--- src/rtl/ysyx_23060025_rd_arbiter_if.sv ---
// ysyx_23060025_rd_arbiter_if: AXI4 read channel (AR + R) bundle shared by requesters and the downstream port
interface ysyx_23060025_rd_arbiter_if #(parameter int ADDR_LEN = 32, parameter int DATA_LEN = 32);
  logic arvalid, arready, rvalid, rlast, rready;
  logic [ADDR_LEN-1:0] araddr;
  logic [7:0] arlen;
  logic [2:0] arsize;
  logic [DATA_LEN-1:0] rdata;
  modport master(output arvalid, araddr, arlen, arsize, rready, input arready, rdata, rvalid, rlast);
  modport slave(input arvalid, araddr, arlen, arsize, rready, output arready, rdata, rvalid, rlast);
endinterface

--- src/rtl/ysyx_23060025_rd_arbiter.sv ---
// ysyx_23060025_rd_arbiter: IFU/LSU read arbiter, one burst in flight, burst-length check.
// ARB_RR_EN selects round-robin arbitration; otherwise the LSU has fixed priority.
module ysyx_23060025_rd_arbiter #(parameter int ADDR_LEN = 32, parameter int DATA_LEN = 32) (
  input  logic clock,
  input  logic reset,
  ysyx_23060025_rd_arbiter_if.slave  ifu,
  ysyx_23060025_rd_arbiter_if.slave  lsu,
  ysyx_23060025_rd_arbiter_if.master m,
  output logic busy,
  output logic len_err
);
  typedef enum logic [1:0] {IDLE, ADDR, DATA} state_t;
  state_t state, state_nxt;
  logic grant;
  logic [ADDR_LEN-1:0] req_addr;
  logic [7:0] req_len, beat_cnt;
  logic [2:0] req_size;
  logic req_any, sel_ls, lsu_first, ar_hs, r_hs, in_data;
`ifdef ARB_RR_EN
  logic last_grant;
  always_ff @(posedge clock)
    if (reset) last_grant <= 1'b0;
    else if (ar_hs) last_grant <= grant;
  assign lsu_first = ~last_grant;
`else
  assign lsu_first = 1'b1;
`endif
  assign req_any = ifu.arvalid | lsu.arvalid;
  assign sel_ls = lsu.arvalid & (~ifu.arvalid | lsu_first);
  assign ar_hs = (state == ADDR) & m.arready;
  assign in_data = state == DATA;
  assign r_hs = in_data & m.rvalid & m.rready;
  always_ff @(posedge clock)
    if (reset) begin
      state <= IDLE;
      grant <= 1'b0;
      beat_cnt <= 8'd0;
      len_err <= 1'b0;
      req_addr <= '0;
      req_len <= 8'd0;
      req_size <= 3'd0;
    end else begin
      state <= state_nxt;
      if (state == IDLE && req_any) begin
        grant <= sel_ls;
        req_addr <= sel_ls ? lsu.araddr : ifu.araddr;
        req_len <= sel_ls ? lsu.arlen : ifu.arlen;
        req_size <= sel_ls ? lsu.arsize : ifu.arsize;
      end
      if (ar_hs) beat_cnt <= 8'd0;
      else if (r_hs) beat_cnt <= beat_cnt + 8'd1;
      // early rlast and a missing rlast on the final counted beat are both errors
      if (r_hs && (m.rlast ? beat_cnt != req_len : beat_cnt == req_len)) len_err <= 1'b1;
    end
  always_comb begin
    state_nxt = IDLE;
    if (state == IDLE) state_nxt = req_any ? ADDR : IDLE;
    else if (state == ADDR) state_nxt = m.arready ? DATA : ADDR;
    else if (state == DATA) state_nxt = (r_hs && m.rlast) ? IDLE : DATA;
  end
  always_comb begin
    busy = state != IDLE;
    m.arvalid = state == ADDR;
    m.araddr = req_addr;
    m.arlen = req_len;
    m.arsize = req_size;
    m.rready = in_data & (grant ? lsu.rready : ifu.rready);
    ifu.arready = ar_hs & ~grant;
    lsu.arready = ar_hs & grant;
    ifu.rdata = m.rdata;
    lsu.rdata = m.rdata;
    ifu.rvalid = in_data & ~grant & m.rvalid;
    lsu.rvalid = in_data & grant & m.rvalid;
    ifu.rlast = in_data & ~grant & m.rlast;
    lsu.rlast = in_data & grant & m.rlast;
  end
endmodule

--- src/flat_wrapper.sv ---
// flat-port wrapper written by rule: the top's interface ports become plain ports
module ysyx_23060025_rd_arbiter_flat 
#(parameter int ADDR_LEN = 32, parameter int DATA_LEN = 32)
  (clock, reset, busy, len_err, ifu_arvalid, ifu_araddr, ifu_arlen, ifu_arsize, ifu_rready, ifu_arready, ifu_rdata, ifu_rvalid, ifu_rlast, lsu_arvalid, lsu_araddr, lsu_arlen, lsu_arsize, lsu_rready, lsu_arready, lsu_rdata, lsu_rvalid, lsu_rlast, m_arvalid, m_araddr, m_arlen, m_arsize, m_rready, m_arready, m_rdata, m_rvalid, m_rlast);
  ysyx_23060025_rd_arbiter_if #(.ADDR_LEN(ADDR_LEN), .DATA_LEN(DATA_LEN)) ifu_i ();
  ysyx_23060025_rd_arbiter_if #(.ADDR_LEN(ADDR_LEN), .DATA_LEN(DATA_LEN)) lsu_i ();
  ysyx_23060025_rd_arbiter_if #(.ADDR_LEN(ADDR_LEN), .DATA_LEN(DATA_LEN)) m_i ();
  input  logic clock;
  input  logic reset;
  output logic busy;
  output logic len_err;
  input wire logic [$bits(ifu_i.arvalid)-1:0] ifu_arvalid;
  input wire logic [$bits(ifu_i.araddr)-1:0] ifu_araddr;
  input wire logic [$bits(ifu_i.arlen)-1:0] ifu_arlen;
  input wire logic [$bits(ifu_i.arsize)-1:0] ifu_arsize;
  input wire logic [$bits(ifu_i.rready)-1:0] ifu_rready;
  output wire logic [$bits(ifu_i.arready)-1:0] ifu_arready;
  output wire logic [$bits(ifu_i.rdata)-1:0] ifu_rdata;
  output wire logic [$bits(ifu_i.rvalid)-1:0] ifu_rvalid;
  output wire logic [$bits(ifu_i.rlast)-1:0] ifu_rlast;
  input wire logic [$bits(lsu_i.arvalid)-1:0] lsu_arvalid;
  input wire logic [$bits(lsu_i.araddr)-1:0] lsu_araddr;
  input wire logic [$bits(lsu_i.arlen)-1:0] lsu_arlen;
  input wire logic [$bits(lsu_i.arsize)-1:0] lsu_arsize;
  input wire logic [$bits(lsu_i.rready)-1:0] lsu_rready;
  output wire logic [$bits(lsu_i.arready)-1:0] lsu_arready;
  output wire logic [$bits(lsu_i.rdata)-1:0] lsu_rdata;
  output wire logic [$bits(lsu_i.rvalid)-1:0] lsu_rvalid;
  output wire logic [$bits(lsu_i.rlast)-1:0] lsu_rlast;
  output wire logic [$bits(m_i.arvalid)-1:0] m_arvalid;
  output wire logic [$bits(m_i.araddr)-1:0] m_araddr;
  output wire logic [$bits(m_i.arlen)-1:0] m_arlen;
  output wire logic [$bits(m_i.arsize)-1:0] m_arsize;
  output wire logic [$bits(m_i.rready)-1:0] m_rready;
  input wire logic [$bits(m_i.arready)-1:0] m_arready;
  input wire logic [$bits(m_i.rdata)-1:0] m_rdata;
  input wire logic [$bits(m_i.rvalid)-1:0] m_rvalid;
  input wire logic [$bits(m_i.rlast)-1:0] m_rlast;
  assign ifu_i.arvalid = ifu_arvalid;
  assign ifu_i.araddr = ifu_araddr;
  assign ifu_i.arlen = ifu_arlen;
  assign ifu_i.arsize = ifu_arsize;
  assign ifu_i.rready = ifu_rready;
  assign ifu_arready = ifu_i.arready;
  assign ifu_rdata = ifu_i.rdata;
  assign ifu_rvalid = ifu_i.rvalid;
  assign ifu_rlast = ifu_i.rlast;
  assign lsu_i.arvalid = lsu_arvalid;
  assign lsu_i.araddr = lsu_araddr;
  assign lsu_i.arlen = lsu_arlen;
  assign lsu_i.arsize = lsu_arsize;
  assign lsu_i.rready = lsu_rready;
  assign lsu_arready = lsu_i.arready;
  assign lsu_rdata = lsu_i.rdata;
  assign lsu_rvalid = lsu_i.rvalid;
  assign lsu_rlast = lsu_i.rlast;
  assign m_arvalid = m_i.arvalid;
  assign m_araddr = m_i.araddr;
  assign m_arlen = m_i.arlen;
  assign m_arsize = m_i.arsize;
  assign m_rready = m_i.rready;
  assign m_i.arready = m_arready;
  assign m_i.rdata = m_rdata;
  assign m_i.rvalid = m_rvalid;
  assign m_i.rlast = m_rlast;
  ysyx_23060025_rd_arbiter #(.ADDR_LEN(ADDR_LEN), .DATA_LEN(DATA_LEN)) u_core (.clock(clock), .reset(reset), .ifu(ifu_i), .lsu(lsu_i), .m(m_i), .busy(busy), .len_err(len_err));
endmodule
--- config.mk ---
export PLATFORM = sky130hd
export DESIGN_NAME = ysyx_23060025_rd_arbiter_flat
export DESIGN_NICKNAME = d
export VERILOG_FILES = /design/src/rtl/ysyx_23060025_rd_arbiter_if.sv /design/src/rtl/ysyx_23060025_rd_arbiter.sv /design/src/flat_wrapper.sv
export SDC_FILE = /design/constraint.sdc
export NUM_CORES = 1
export LEC_CHECK = 0
export BUFFER_PORTS_ARGS = -buffer_cell sky130_fd_sc_hd__buf_4
export CAP_MARGIN = 20
export CORE_ASPECT_RATIO = 0.6
export CORE_MARGIN = 2
export CORE_UTILIZATION = 40
export DETAILED_ROUTE_END_ITERATION = 12
export HOLD_SLACK_MARGIN = 0.08
export PLACE_DENSITY = 0.89
export SLEW_MARGIN = 10
export SYNTH_ARGS = -nofsm -noshare
export SYNTH_HDL_FRONTEND = slang
export SYNTH_SLANG_ARGS = --single-unit
export TNS_END_PERCENT = 100
--- constraint.sdc ---
create_clock -name clock -period 1.8 [get_ports clock]
set_input_delay 0.18 -clock clock [delete_from_list [all_inputs] [get_ports clock]]
set_output_delay 0.18 -clock clock [all_outputs]
set_load 0.01 [all_outputs]
**Word level (Yosys, flattened, before mapping)**

Index checks and enable logic that the tools add are counted.

- Register bits: 55
- Logic and storage cells: 43
- Output and inout bits: 117
- Input port bits: 127

- Add/subtract/negate cells: 1
- Bitwise logic cells: 14
- Reductions and logical operators: 6
- Multiplexer cells: 11
- Eq/ne operators: 4

Operator list:

| kind | number |
|---|---|
| two-way mux 32 bit | 1 |
| AND 1 bit | 12 |
| two-way mux 2 bit | 5 |
| adder 8 x 1 -> 8 bit, second input constant | 1 |
| == test 8 bit | 1 |
| two-way mux 8 bit | 1 |
| != test 8 bit | 1 |
| logical AND 1 bit | 3 |
| two-way mux 1 bit | 3 |
| two-way mux 3 bit | 1 |
| == test 2 x 1 -> 1 bit, second input constant | 1 |
| == test 2 bit, second input constant | 1 |
| logical NOT 2 bit | 1 |
| nonzero test 2 bit | 1 |
| OR reduction 2 bit | 1 |
| inverter 1 bit | 1 |
| OR 1 bit | 1 |

**Longest topological paths before layout**

Gate-level depths: netlist (run 1).

- Depth after elaboration: 8
- Depth in mapped cells: 7
- Depth with buffers taken out: 4

**Least setup slack after synthesis (run 1)**

OpenSTA, ideal clock, no wires.

- Kind: reg-to-reg
- Start point: reg u_core.grant
- End point: reg u_core.len_err
- Data required time: 1.678 ns
- Path slack: 0.383 ns
- Library setup time: 0.122 ns
- Cell stages (with the launch flop): 5
- Buffers on the path: 0
- Arrival: 1.295 ns
- Period minus slack after synthesis: 1.417 ns
- Cell sequence: dfxtp_1 > mux2i_2 > nor2_1 > o2111a_1 > a221o_1

- Cells in the longest elaborated chain, start to end: 4

Ends and longest elaborated chain:

| what | RTL line | RTL |
|---|---|---|
| from (decl) | ysyx_23060025_rd_arbiter.sv:14 | `logic grant;` |
| from (signal assigned) | ysyx_23060025_rd_arbiter.sv:45 | `grant <= sel_ls;` |
| two-way mux 1 bit | ysyx_23060025_rd_arbiter.sv:67 | `m.rready = in_data & (grant ? lsu.rready : ifu.rready);` |
| AND 1 bit | ysyx_23060025_rd_arbiter.sv:67 |  |
| AND 1 bit | ysyx_23060025_rd_arbiter.sv:32 | `assign r_hs = in_data & m.rvalid & m.rready;` |
| logical AND 1 bit | ysyx_23060025_rd_arbiter.sv:53 | `if (r_hs && (m.rlast ? beat_cnt != req_len : beat_cnt == req_len)) len_err <= 1'b1;` |
| to (signal assigned) | ysyx_23060025_rd_arbiter.sv:38 | `len_err <= 1'b0;` |
| to (signal assigned) | ysyx_23060025_rd_arbiter.sv:53 |  |
| to (decl) | ysyx_23060025_rd_arbiter.sv:10 | `output logic len_err` |

No other way between the ends.
A chain may end at the register's enable or synchronous reset.

**Worst setup path after layout (run 1)**

- Start point: reg u_core.grant
- End point: out m_rready

- Cells in the longest elaborated chain, start to end: 2

Ends and longest elaborated chain:

| what | RTL line | RTL |
|---|---|---|
| two-way mux 1 bit | ysyx_23060025_rd_arbiter.sv:67 |  |
| AND 1 bit | ysyx_23060025_rd_arbiter.sv:67 |  |
| to (decl) | flat_wrapper.sv:34 | `output wire logic [$bits(m_i.rready)-1:0] m_rready;` |

No other way between the ends.

==> results of run 1 <==
==> registers in the layout (all words and copies together), names as in the netlist <==
name and count:
u_core.beat_cnt 8, u_core.grant 1, u_core.len_err 1, u_core.m.araddr 32, u_core.m.arlen 8, u_core.m.arsize 3, u_core.state 2
==> per-layer routing <==
| layer | vias to the layer above | track usage [%] | share of wire, % |
|---|---|---|---|
| met3 | 10 | 9.391 | 12 |
| li1 | 1266 | - | - |
| met1 | 1129 | 22.45 | 43 |
| met4 | 0 | 5.752 | 1.2 |
| met5 | - | 0 | 0 |
| met2 | 155 | 27.36 | 44 |
==> stage by stage <==
step                      utilization [%]  hold WS [ns]  cell area [um2]  total power [W]  cells
final                               53.48        0.2114             3919         0.003252    520
after global routing                53.48        0.2296             3919         0.003430    520
after CTS                           53.48        0.1916             3919         0.003291    520
after detailed placement            51.61        0.3601             3781         0.002353    512
after global placement              51.61        0.3601             3781         0.002324    512
after floorplan                         -        0.3582             3050         0.002040    341
==> logic make-up after synthesis <==
kind of cell    count (synthesis)  share of synthesized area, %
simple gates                   81                         12.18
fa+ha+maj                       1                        0.4101
xor+xnor                       13                         3.733
compound gates                 57                         13.41
buf+inv                        90                         19.61
flops                          55                         36.10
mux                            44                         14.56
==> cell usage after synthesis (3+ instances only) <==
cell,instances
dfxtp_1,55
xnor2_1,13
inv_1,5
buf_2,13
buf_4,65
a211oi_1,43
nor2_1,60
nor4_1,3
o21ai_0,3
a21oi_1,7
nand4_1,3
nand2_1,4
mux2i_1,43
clkbuf_1,6
==> path summary, 6_finish.rpt <==
check             slack, ns                   to  cells after the start
hold / removal         0.21      u_core.state[1]                      3
hold reg to reg        0.50  u_core.m.araddr[22]                      2
setup / recovery       0.14             m_rready                      3
setup reg to reg       0.15       u_core.len_err                      4
==> cell type report <==
cell class / instances / area share (%)
Multi-Input combinational cell: 196 / 34.51
Timing Repair Buffer: 152 / 30.08
Sequential cell: 55 / 28.10
Clock buffer: 7 / 3.384
Tap cell: 104 / 3.321
Inverter: 5 / 0.4789
Clock inverter: 1 / 0.1277
==> power by group through the flow <==
stage	Combinational (W)	Sequential (W)	Clock (W)
after floorplan	0.000533	0.00151	0
after global placement	0.000868	0.00146	0
after detailed placement	0.000892	0.00146	0
after CTS	0.000894	0.00144	0.000961
after global routing	0.000975	0.00145	0.00100
final	0.000889	0.00144	0.000927
==> cells in the final DEF, fill, tap and decap left out, drive strengths merged, types with 2 or more instances in the layout <==
cell    instances
nand2           4
xnor2          13
a211oi         43
nor2           60
dfxtp          55
nand3           2
a21oi           7
nand3b          2
nor4            3
mux2i          44
buf           152
clkbuf          7
or3             2
inv             5
nand4           3
o21ai           3
==> worst min-delay path, cell delays in order <==
cell and delay, ns:
buf_4 0.11, a21o_1 0.11, a21oi_1 0.06
==> out/results.ini, run 1 <==
[status]
status=finished clean

[logic_synthesis]
synth_area_leader_cell=dfxtp_1
yosys_warnings=0
yosysTopAreaCellShare_pct=36.10
synth_edf_count=0
synthesis.area_um2=3050
yosys.cell_types.count=30
netlist_instances=341
synthFlopType=dfxtp_1
yosysSeqAreaShare_pct=36.10
yosys-top-cells-area=dfxtp_1 36%, buf_4 16%, mux2i_1 14%
synthesis.nets=469
syn_avg_cell_area_um2=8.946
async_flop_share_pct=0
ys_ff_latch=55

[timing]
setup_viol=0
finalHoldViolations=0
slew_headroom_pct=66.92
tightest_slew_ns=0.4866
finalCriticalPeriod_ns=1.662
fmax_ghz=0.6018
fin_crit_sh_pct=92.32
grt_setup_unrepaired=no
fin_tns_setup_ns=0
fin_ws_ns=0.1382
fin_skew_ns=0.004615
maxSlewViolCount=0

[cts]
cts_buffers=5
post-cts-setup-buffers=0
post_cts_resized=0
clockBufferDepth=2
cts_tree=yes
insertion_delay_ns=0.29
clk_pin_slew_ns=0.07
htreeDepth=2
cts_root_buf=clkbuf_16
clkSinkCount=55
cts_hold_buf=0

[floorplanning]
rows=24
core_area_um2=7327
dieWidth_um=116.7
die_area_um2=8364
io_pins=244
start_util_pct=41.63
die_height_um=71.65

[place]
port_buffers=147
place_ws_ns=0.1935
gp_congestion=0.8688
dpl.hpwl_um=5795

[layout]
num-nets-final=543
fillCellCount=676
area_growth_pct=28.47
drive_above_1_share_pct=38.94
multi_input_area_um2=1353
n_antenna_cell=0
ff_latch_area_um2=1101

[power]
leakage_nw=1.824
p_clk_share_pct=28.5
switchingPower_w=0.0009092
swShare_pct=27.96
vdd_ir_drop_max_uv=473.7
power_density_nw_per_um2=829.8
seq_power_share_pct=44.1
power_frac_comb_pct=27.3
cell_internal_pwr_w=0.002343

[setup_path]
rr_startpoint=u_core.grant
path_class=flop to output pin
end_kind=output pin
cp.required_ns=1.62
crit_start=u_core.grant
cp_cell_sequence=mux2i_2, nor2_1, buf_4
crit_family=multiplexers
critPathLaunchType=flop
worst-path-buf-inv=1
crit_slowest_cell=mux2i_2
critPathMaxStageDelay_ns=0.49
crit_path_max_fanout=9
arrival_ns=1.48

[min_path]
min_path_type=input port to flop
hold_start=m_rlast

[grt]
grt_start_max_net_pins=51
antenna_found_initial=0
grt_pass1_wl_um=11900
grt_overflow=0
track_usage_pct=18.11
grt_pass1_vias=2489

[routing]
num_vias=2560
via_per_inst=4.923
dr.pass1.iters=4
drt_iter0_markers=160
final_antenna_net_count=0
drcViolationCount=0
routed_wirelength_um=7570
wl_per_cell_um=14.56

[job]
cap_violations=0

(Power assumes the default switching activity.)
==> run 2: changes to the inputs <==
--- a/config.mk
+++ b/config.mk
@@ -17,4 +17,4 @@
 export SYNTH_ARGS = -nofsm -noshare
 export SYNTH_HDL_FRONTEND = slang
 export SYNTH_SLANG_ARGS = --single-unit
-export TNS_END_PERCENT = 100
+export TNS_END_PERCENT = 1
==> constraint.sdc (replaced) <==
create_clock -name clock -period 1.8 [get_ports clock]
set_input_delay 0.27 -clock clock [delete_from_list [all_inputs] [get_ports clock]]
set_output_delay 0.27 -clock clock [all_outputs]
set_load 0.1 [all_outputs]
==> run 2 against run 1 <==
Largest cell class unchanged. First-iteration DRC count is 30% lower. Final cell count is 0.58% higher. Die area stayed put. Clock-buffer cell count is 1 lower. Critical path depth is 1 higher. Register-to-register slack better by 0.10 ns. Sequential power hardly changed. Wire length is 1.7% higher. Non-clock buffer count is 3 higher. Largest power group is now combinational logic. Cell area is 2.1% higher. Maximum frequency is 3.5% lower. Clock skew hardly changed.
==> out/results.ini, run 2 (synthesis gave the netlist of run 1 again) <==
[status]
status=finished clean

[setup_path]
critPathLaunchType=flop
cp.required_ns=1.53
arrival_ns=1.45
path_class=flop to output pin
end_kind=output pin
crit_path_max_fanout=5

[cts]
cts_root_buf=clkbuf_16
clk_pin_slew_ns=0.07
insertion_delay_ns=0.28
htreeDepth=2
cts_buffers=5
cts_tree=yes
clkSinkCount=55
clockBufferDepth=2

[power]
cell_internal_pwr_w=0.002539
seq_power_share_pct=32.9
switchingPower_w=0.001831
swShare_pct=41.90
fin_total_pwr_w=0.004371
leakage_nw=1.858
power_frac_comb_pct=41.7
p_clk_share_pct=25.4
power_density_nw_per_um2=1092
vdd_ir_drop_max_uv=518.3

[grt]
grt_pass1_vias=2634
track_usage_pct=18.17
grt_overflow=0
grt_pass1_wl_um=12190
antenna_found_initial=0
grt_start_max_net_pins=49

[layout]
n_antenna_cell=0
layout_commonest_cell=buf_4
fin_util_pct=54.61
largest_reg_flops=32
instances_no_fill=523
mostFrequentLayoutCells=152 x buf_4, 58 x nor2_1, 54 x dfxtp_1
area_growth_pct=31.17
fin_area_um2=4001
drive_above_1_share_pct=40.81
num-nets-final=546

[floorplanning]
io_pins=244
dieWidth_um=116.7
die_area_um2=8364
die_height_um=71.65
rows=24
start_util_pct=41.63
core_area_um2=7327

[timing]
setup_viol=0
fin_skew_ns=0.004657
worst_hold_slack_ns=0.3032
fin_crit_sh_pct=95.69
slew_headroom_pct=69.68
grt_setup_unrepaired=no
finalHoldViolations=0
fmax_ghz=0.5806
finalCriticalPeriod_ns=1.722
tightest_slew_ns=0.4506
maxSlewViolCount=0

[routing]
wl_per_cell_um=14.73
dr.pass1.iters=4
num_vias=2583
final_antenna_net_count=0
routed_wirelength_um=7702
drcViolationCount=0
drt_iter0_markers=112
via_per_inst=4.939

[place]
dpl.hpwl_um=6102
gp_congestion=0.8986
port_buffers=147
placedCellCount=513
dpl_cell_area_um2=3799

[job]
cap_violations=0

[min_path]
min_path_type=input port to flop

-- run 2: cell count changes in the layout (fill, tap and decap cells not counted), sizes merged --
| cell | change |
|---|---|
| buf | +3 |
| clkbuf | -1 |
| bufinv | +1 |
-- run 2: final cells by class --
type	count	area [um2]
Timing Repair Buffer	155	1192
Sequential cell	55	1102
Fill cell	669	3326
Inverter	5	18.77
Clock inverter	2	35.03
Multi-Input combinational cell	196	1384
Tap cell	104	130.1
Clock buffer	6	138.9
-- run 2: repair_timing --
item                                    4_1_cts  5_1_grt
pin swaps                                     0        0
buffers inserted                              0        2
endpoints found under the setup margin        1        2
cloned                                        0        0
resized for setup                             1        2
hold buffers                                  0        0
-- run 2: power by group through the flow --
stage                     logic (W)  registers (W)  clock network, W
after CTS                   0.00182        0.00144           0.00115
final                       0.00182        0.00144           0.00111
after floorplan             0.00114        0.00234                 0
after global routing        0.00191        0.00146           0.00120
after global placement      0.00179        0.00146                 0
after detailed placement    0.00182        0.00146                 0
-- run 2: per-stage QoR --
step	setup slack [ns]	TNS [ns]
after CTS	0.01112	0
after global routing	0.002677	0
after detailed placement	0.1247	0
after floorplan	-0.3554	-2.110
after global placement	0.2384	0
final	0.07757	0
-- run 2: metal layers --
layer | GRT usage, % | vias up | share of wire, %
li1 | - | 1273 | -
met1 | 21.09 | 1141 | 40
met3 | 10.07 | 6 | 13
met2 | 29.93 | 163 | 46
met5 | 0 | - | 0
met4 | 3.399 | 0 | 0.91
-- run 2: path summary, 6_finish.rpt --
check / from / to / slack, ns / cells past startpoint
setup / recovery: u_core.state[0] / lsu_arready / 0.08 / 4
hold / removal: m_rlast / u_core.state[1] / 0.30 / 3
setup reg to reg: u_core.state[1] / u_core.beat_cnt[4] / 0.25 / 4
hold reg to reg: u_core.m.araddr[22] / u_core.m.araddr[22] / 0.50 / 2
-- run 2: worst max-delay path: stages, from the launching register on --
cell     delay, ns
dfxtp_1       0.37
nor2b_4       0.18
nand2_1       0.21
nor2_4        0.12
buf_4         0.29
